File: src/rtl/logic_unit_pkg.sv
// Purpose: shared op encodings, sequencer state type and datapath width for the logic unit.
// Latency: n/a (declarations only).
// Backpressure: n/a.
package logic_unit_pkg;

  localparam int WIDTH = 32;

  localparam logic OP_AND = 1'b0;
  localparam logic OP_OR  = 1'b1;

  typedef enum logic [2:0] {
    IDLE  = 3'd0,
    GET_A = 3'd1,
    GET_B = 3'd2,
    EXEC  = 3'd3,
    HOLD  = 3'd4
  } state_t;

endpackage

File: src/rtl/and_or.sv
// Purpose: 32-bit bitwise AND/OR unit, selection 0 = AND, 1 = OR.
// Latency: purely combinational.
// Backpressure: none.
// Ports: A, B operands; selection op select; result = A&B or A|B.
module and_or
  import logic_unit_pkg::*;
(
  input  logic [WIDTH-1:0] A,
  input  logic [WIDTH-1:0] B,
  input  logic             selection,
  output logic [WIDTH-1:0] result
);

  assign result = (selection == OP_OR) ? (A | B) : (A & B);

endmodule

File: src/rtl/logic_op_sequencer.sv
// Purpose: fetch two operands from the datapath bus, run and_or, hold result in Z for a valid/ready consumer.
// Latency: 4 edges from accepted start to z_valid with bus_valid held high; z_valid 2 edges after B is presented.
// Backpressure: bus side stalls in GET_A/GET_B until bus_valid; Z held in HOLD until z_ready.
// Ports: clock/clear (sync, active-high); start/op_sel request; bus_in/bus_valid/bus_ready operand
//        intake; z_out/z_valid/z_ready result handshake; busy status; op_count wrapping handshake count.
module logic_op_sequencer
  import logic_unit_pkg::*;
#(
  parameter int WIDTH = 32,
  parameter int CNT_W = 16
) (
  input  logic             clock,
  input  logic             clear,
  input  logic             start,
  input  logic             op_sel,
  input  logic [WIDTH-1:0] bus_in,
  input  logic             bus_valid,
  output logic             bus_ready,
  output logic [WIDTH-1:0] z_out,
  output logic             z_valid,
  input  logic             z_ready,
  output logic             busy,
  output logic [CNT_W-1:0] op_count
);

  state_t           state;
  logic [WIDTH-1:0] a_q;
  logic [WIDTH-1:0] b_q;
  logic             op_q;
  logic [WIDTH-1:0] result;

  and_or u_and_or (
    .A         (a_q),
    .B         (b_q),
    .selection (op_q),
    .result    (result)
  );

  // bus_ready, busy and z_valid are registered alongside the state so they
  // are pure state decodes with no input-to-output combinational path.
  always_ff @(posedge clock) begin
    if (clear) begin
      state     <= IDLE;
      a_q       <= '0;
      b_q       <= '0;
      op_q      <= OP_AND;
      z_out     <= '0;
      op_count  <= '0;
      z_valid   <= 1'b0;
      bus_ready <= 1'b0;
      busy      <= 1'b0;
    end else begin
      case (state)
        IDLE: begin
          if (start) begin
            op_q      <= op_sel;
            state     <= GET_A;
            bus_ready <= 1'b1;
            busy      <= 1'b1;
          end
        end
        GET_A: begin
          if (bus_valid) begin
            a_q   <= bus_in;
            state <= GET_B;
          end
        end
        GET_B: begin
          if (bus_valid) begin
            b_q       <= bus_in;
            state     <= EXEC;
            bus_ready <= 1'b0;
          end
        end
        EXEC: begin
          z_out   <= result;
          state   <= HOLD;
          z_valid <= 1'b1;
        end
        HOLD: begin
          if (z_ready) begin
            op_count <= op_count + CNT_W'(1);
            z_valid  <= 1'b0;
            // A start coinciding with the handshake chains straight into the next fetch.
            if (start) begin
              op_q      <= op_sel;
              state     <= GET_A;
              bus_ready <= 1'b1;
            end else begin
              state <= IDLE;
              busy  <= 1'b0;
            end
          end
        end
        default: begin
          state     <= IDLE;
          z_valid   <= 1'b0;
          bus_ready <= 1'b0;
          busy      <= 1'b0;
        end
      endcase
    end
  end

endmodule
File: config.mk
export PLATFORM = sky130hd
export DESIGN_NAME = logic_op_sequencer
export DESIGN_NICKNAME = d
export VERILOG_FILES = /design/src/rtl/logic_unit_pkg.sv /design/src/rtl/and_or.sv /design/src/rtl/logic_op_sequencer.sv
export SDC_FILE = /design/constraint.sdc
export NUM_CORES = 1
export LEC_CHECK = 0
export BUFFER_PORTS_ARGS = -buffer_cell sky130_fd_sc_hd__buf_2
export CAP_MARGIN = 40
export CORE_MARGIN = 2
export CORE_UTILIZATION = 49
export DETAILED_ROUTE_END_ITERATION = 10
export PLACE_DENSITY = 0.75
export SYNTH_ARGS = -nofsm -noshare
export SYNTH_HDL_FRONTEND = slang
export SYNTH_SLANG_ARGS = --single-unit
File: constraint.sdc
create_clock -name clock -period 1.4 [get_ports clock]
set_clock_uncertainty 0.05 [all_clocks]
set_input_delay 0.35 -clock clock [delete_from_list [all_inputs] [get_ports clock]]
set_output_delay 0.35 -clock clock [all_outputs]
set_load 0.1 [all_outputs]
**Word-level counts from Yosys, hierarchy flattened**

Index checks and enable logic that the tools add are counted.

- Eq/ne operators: 9
- Reduce and logical (&&, ||, !) cells: 13
- Muxes and demuxes: 20
- Add/sub/neg operators: 1
- Bitwise logic cells: 5

Operator list:

| kind | number |
|---|---|
| $and A32 B32 Y32 | 1 |
| $mux W32 | 1 |
| $or A32 B32 Y32 | 1 |
| $add A16 B1 Y16 const B | 1 |
| $pmux W3 S5 | 1 |
| $mux W3 | 4 |
| $mux W1 | 10 |
| $ne A2 B2 Y1 const B | 5 |
| $reduce_and A2 Y1 | 5 |
| $reduce_and A4 Y1 | 2 |
| $eq A3 B2 Y1 const B | 2 |
| $pmux W1 S3 | 2 |
| $reduce_or A3 Y1 | 2 |
| $pmux W1 S4 | 1 |
| $eq A3 B1 Y1 const B | 1 |
| $eq A3 B3 Y1 const B | 1 |
| $logic_not A3 Y1 | 1 |
| $not A1 Y1 | 3 |
| $reduce_and A3 Y1 | 1 |
| $pmux W1 S2 | 1 |
| $reduce_bool A2 Y1 | 1 |
| $reduce_or A2 Y1 | 1 |

- Bits in registers: 119
- Word-level logic and storage cells: 57

**Longest topological paths before layout**

- Depth after elaboration: 4
- Depth in mapped cells: 7

**Modules after synthesis**

From an unflattened synthesis, not the netlist that was laid out.

- Cells, all modules: 587
- Area total of the unflattened synthesis: 4762.1 um2

By module, submodules not included:

| module | cells each | area an instance (um2) | times used |
|---|---|---|---|
| logic_op_sequencer | 552 | 4370.4 | 1 |
| and_or | 35 | 391.6 | 1 |

**Worst setup path after synthesis**

OpenSTA, ideal clock, no wires.

- Path type: register -> register
- Start point: register op_count[6]
- End point: register op_count[15]
- Data required time: 1280 ps
- Setup time: 70 ps
- Setup slack: -893 ps
- Arrival: 2173 ps
- Clock period less this slack: 2293 ps
- Cell stages (with the launch flop): 5
- Path through: dfxtp_1 and4_4 nand4_2 or4_1 a21oi_1

- Longest elaborated chain between the ends: 1

Ends and longest elaborated chain:

| item | RTL line | text |
|---|---|---|
| from (decl) | logic_op_sequencer.sv:23 | `output logic [CNT_W-1:0] op_count` |
| from (signal assigned) | logic_op_sequencer.sv:82 | `op_count <= op_count + CNT_W'(1);` |
| $add A16 B1 Y16 | logic_op_sequencer.sv:82 |  |

Every way passes these cells.
A chain may end at the register's enable or synchronous reset.

**Worst setup path after layout**

- Start point: register state[0]
- End point: register op_count[4]

- Longest elaborated chain between the ends: 2

Ends and longest elaborated chain:

| item | RTL line | text |
|---|---|---|
| from (decl) | logic_op_sequencer.sv:26 | `state_t state;` |
| from (signal assigned) | logic_op_sequencer.sv:43 | `state <= IDLE;` |
| from (signal assigned) | logic_op_sequencer.sv:57 | `state <= GET_A;` |
| from (signal assigned) | logic_op_sequencer.sv:65 | `state <= GET_B;` |
| $eq A3 B3 Y1 | logic_op_sequencer.sv:53 | `case (state)` |
| $reduce_and A2 Y1 (no source line) | -- |  |

Every way passes these cells.

==> run metrics <==
outcome=finished with violations; failing checks=setup timing; Sequential cell area=0.00251 mm2; Final Cycle Share=133%; RR Endpoint=op_count[4]; Crit Reg-Reg Startpoint=state[0]; fin util=92.6%; vias in the first global route=4979; routing usage on met1=35.0%; num ports=89; CP endpoint kind=register; critical path arrival=2.22 ns; total power density per cell area=1120 mW/mm2; Hold Crit Endpoint=a_q[1]; # DRC=0; fmax=538 MHz; final hold vios=0; CTS buffer count=17; Seq cells post-synth=119; Detail Placement HPWL=8.06 mm; R2R depth=6; Core Area=0.00928 mm2; hold crit path type=in -> reg; unrepaired setup endpoints after global routing=true; Routed WL=24.4 mm; Finish-stage setup viols=164; TNS Setup=-21.18 ns; max-slew violations=0; Layout fillers=294; GR Overflow Total=0; startpoint types=register; mean post-synth cell area=8.06 um2; area of the multi-input gates=0.00281 mm2; Slew HR=63.7%; DRT iter0 DRCs=686; TritonRoute pass-1 iters=6; fin area=0.00859 mm2; number of nets with antenna violations after detailed routing=0; Clock transition at path regs=0.07 ns; die footprint=0.0104 mm2; Die Span Y=102 um; Clock Tree Root=clkbuf_8; worst-margin pin slew=0.544 ns; GRT busiest layer=met2; max-cap viol count=0; share of layout cells above drive strength 1=55.5%; Peak supply drop=0.00169 V; port bufs=88; first-pass GRT wire length=24.7 mm; Vias=5982; area grow syn2layout=83.3%; CTS tree=built; Ys Warns=0; hold path cells=3; part of the Yosys area used for sequential elements=50.8%; Synth cell types=40; H-Tree Depth=4; Cell Area, Synth=0.00469 mm2; Die W=102 um; post-synth net total=621; worst setup margin=-0.460 ns; num rows=35; n_diodes=0; Area after DPL=0.00639 mm2; cells after synthesis=582; Worst-Skew Late Latency=0.54 ns; GR Util All Layers=30.8%; met2 usage=53.6%; Worst Hold Launch=bus_in[1]; Wirelength per Cell=27.4 um; cts hold-fix bufs=0; vias per cell=6.72; Nets=787; M3 GR Usage=7.80%; reg-to-reg slack, setup=-0.46 ns; crit path max fanout=7; initial cell density of the core=50.5%; Max Root-Sink Buffers=2; Setup CP Type=reg -> reg; leakage power=0.00323 uW; WP data required=1.76 ns; GPL Wtd Cong=0.811; most common cell after layout, fill and taps aside=nand2_1; initial antenna violation count=1; fin crit period=1.86 ns; # clock sinks=119; largest net degree at the start of global routing=33; commonest cells after routing, fill and taps aside=122 x nand2_1, 68 x buf_12, 65 x dfxtp_1
worst max path at each step:
| stage | slack [ns] | endpoint | from | depth (start not counted) |
|---|---|---|---|---|
| floorplan | -0.27 | op_count[15] | op_count[3] | 5 |
| global placement | -0.13 | op_count[15] | z_ready | 5 |
| detailed placement | -0.16 | op_count[15] | z_ready | 5 |
| CTS | -0.16 | op_count[4] | op_count[4] | 2 |
| global route | -0.43 | op_count[4] | state[0] | 6 |
| finish | -0.46 | op_count[4] | state[0] | 6 |
synth_stat cells, drive strengths merged:
master / count / share of area (%)
nand2: 165 / 13
dfxtp: 119 / 51
a21oi: 72 / 7.7
nor2: 52 / 4.2
o21ai: 38 / 4.1
a311oi: 32 / 6.0
buf: 21 / 2.5
clkbuf: 21 / 1.7
xor2: 9 / 1.7
nand3: 7 / 0.96
nand4: 6 / 0.93
and2: 5 / 0.69
mux2i: 4 / 0.85
or3: 4 / 0.53
inv: 3 / 0.24
a31oi: 2 / 0.27
and3: 2 / 0.29
and4: 2 / 0.43
nand2b: 2 / 0.27
nand3b: 2 / 0.32
nor2b: 2 / 0.27
nor3: 2 / 0.21
a21o: 1 / 0.16
a22oi: 1 / 0.16
and2b: 1 / 0.16
and3b: 1 / 0.19
and4bb: 1 / 0.35
ha: 1 / 0.27
o31ai: 1 / 0.16
o32a: 1 / 0.21
or4: 1 / 0.16
xnor2: 1 / 0.19
logic make-up after synthesis:
family	share of synthesized area (%)
AOI/OAI and AO/OA	18.7
xor gates and xnor gates	1.87
adders and majority gates	0.267
buffers and inverters	4.40
DFF	50.8
muxes	0.854
and+or+nand+nor	23.1
registers in the layout, indices dropped and copies added (netlist names):
| signal | cells |
|---|---|
| a_q | 32 |
| b_q | 32 |
| z_out | 32 |
| op_count | 16 |
| state | 3 |
| bus_ready | 1 |
| busy | 1 |
| op_q | 1 |
| z_valid | 1 |
layer usage:
layer  up-vias  wire (um)
met5         -          0
met4         0       2360
met3       243       2730
met2       656      11300
met1      2744       7950
li1       2339          -
cell type report:
class / count / area share (%)
Multi-Input combinational cell: 418 / 32.7
Sequential cell: 119 / 29.2
Clock buffer: 20 / 5.30
Tap cell: 129 / 1.88
Timing Repair Buffer: 189 / 29.3
Clock inverter: 12 / 1.44
Inverter: 3 / 0.131
power by group:
part	internal (uW)	switching (uW)	total, uW
registers	3470	130	3600
clock network	2670	1770	4440
logic	632	952	1580
total	6770	2860	9620
per-stage QoR:
step | worst slack, ns | cells | power, uW | hold WS (ns)
2_1_floorplan | -0.268 | 582 | 4230 | 0.396
4_1_cts | -0.161 | 859 | 8890 | 0.00985
6_report | -0.460 | 890 | 9620 | 0.0160
3_5_place_dp | -0.165 | 801 | 4660 | 0.406
3_3_place_gp | -0.128 | 801 | 4630 | 0.400
5_1_grt | -0.426 | 890 | 9730 | 0.0346
critical path, cell delays in order (launching register included):
cell,delay [ns]
dfxtp_2,0.35
and4bb_4,0.42
buf_4,0.14
buf_6,0.13
nand4_1,0.16
xor2_1,0.21
nor2_1,0.27
repair_timing:
action                                  4_1_cts  5_1_grt
gates resized for setup                      57      187
endpoints found under the setup margin      144      160
pin swaps                                    20       60
setup buffers                                21       21
cloned                                        5       10
No activity file was read; power rests on OpenSTA's default activity.
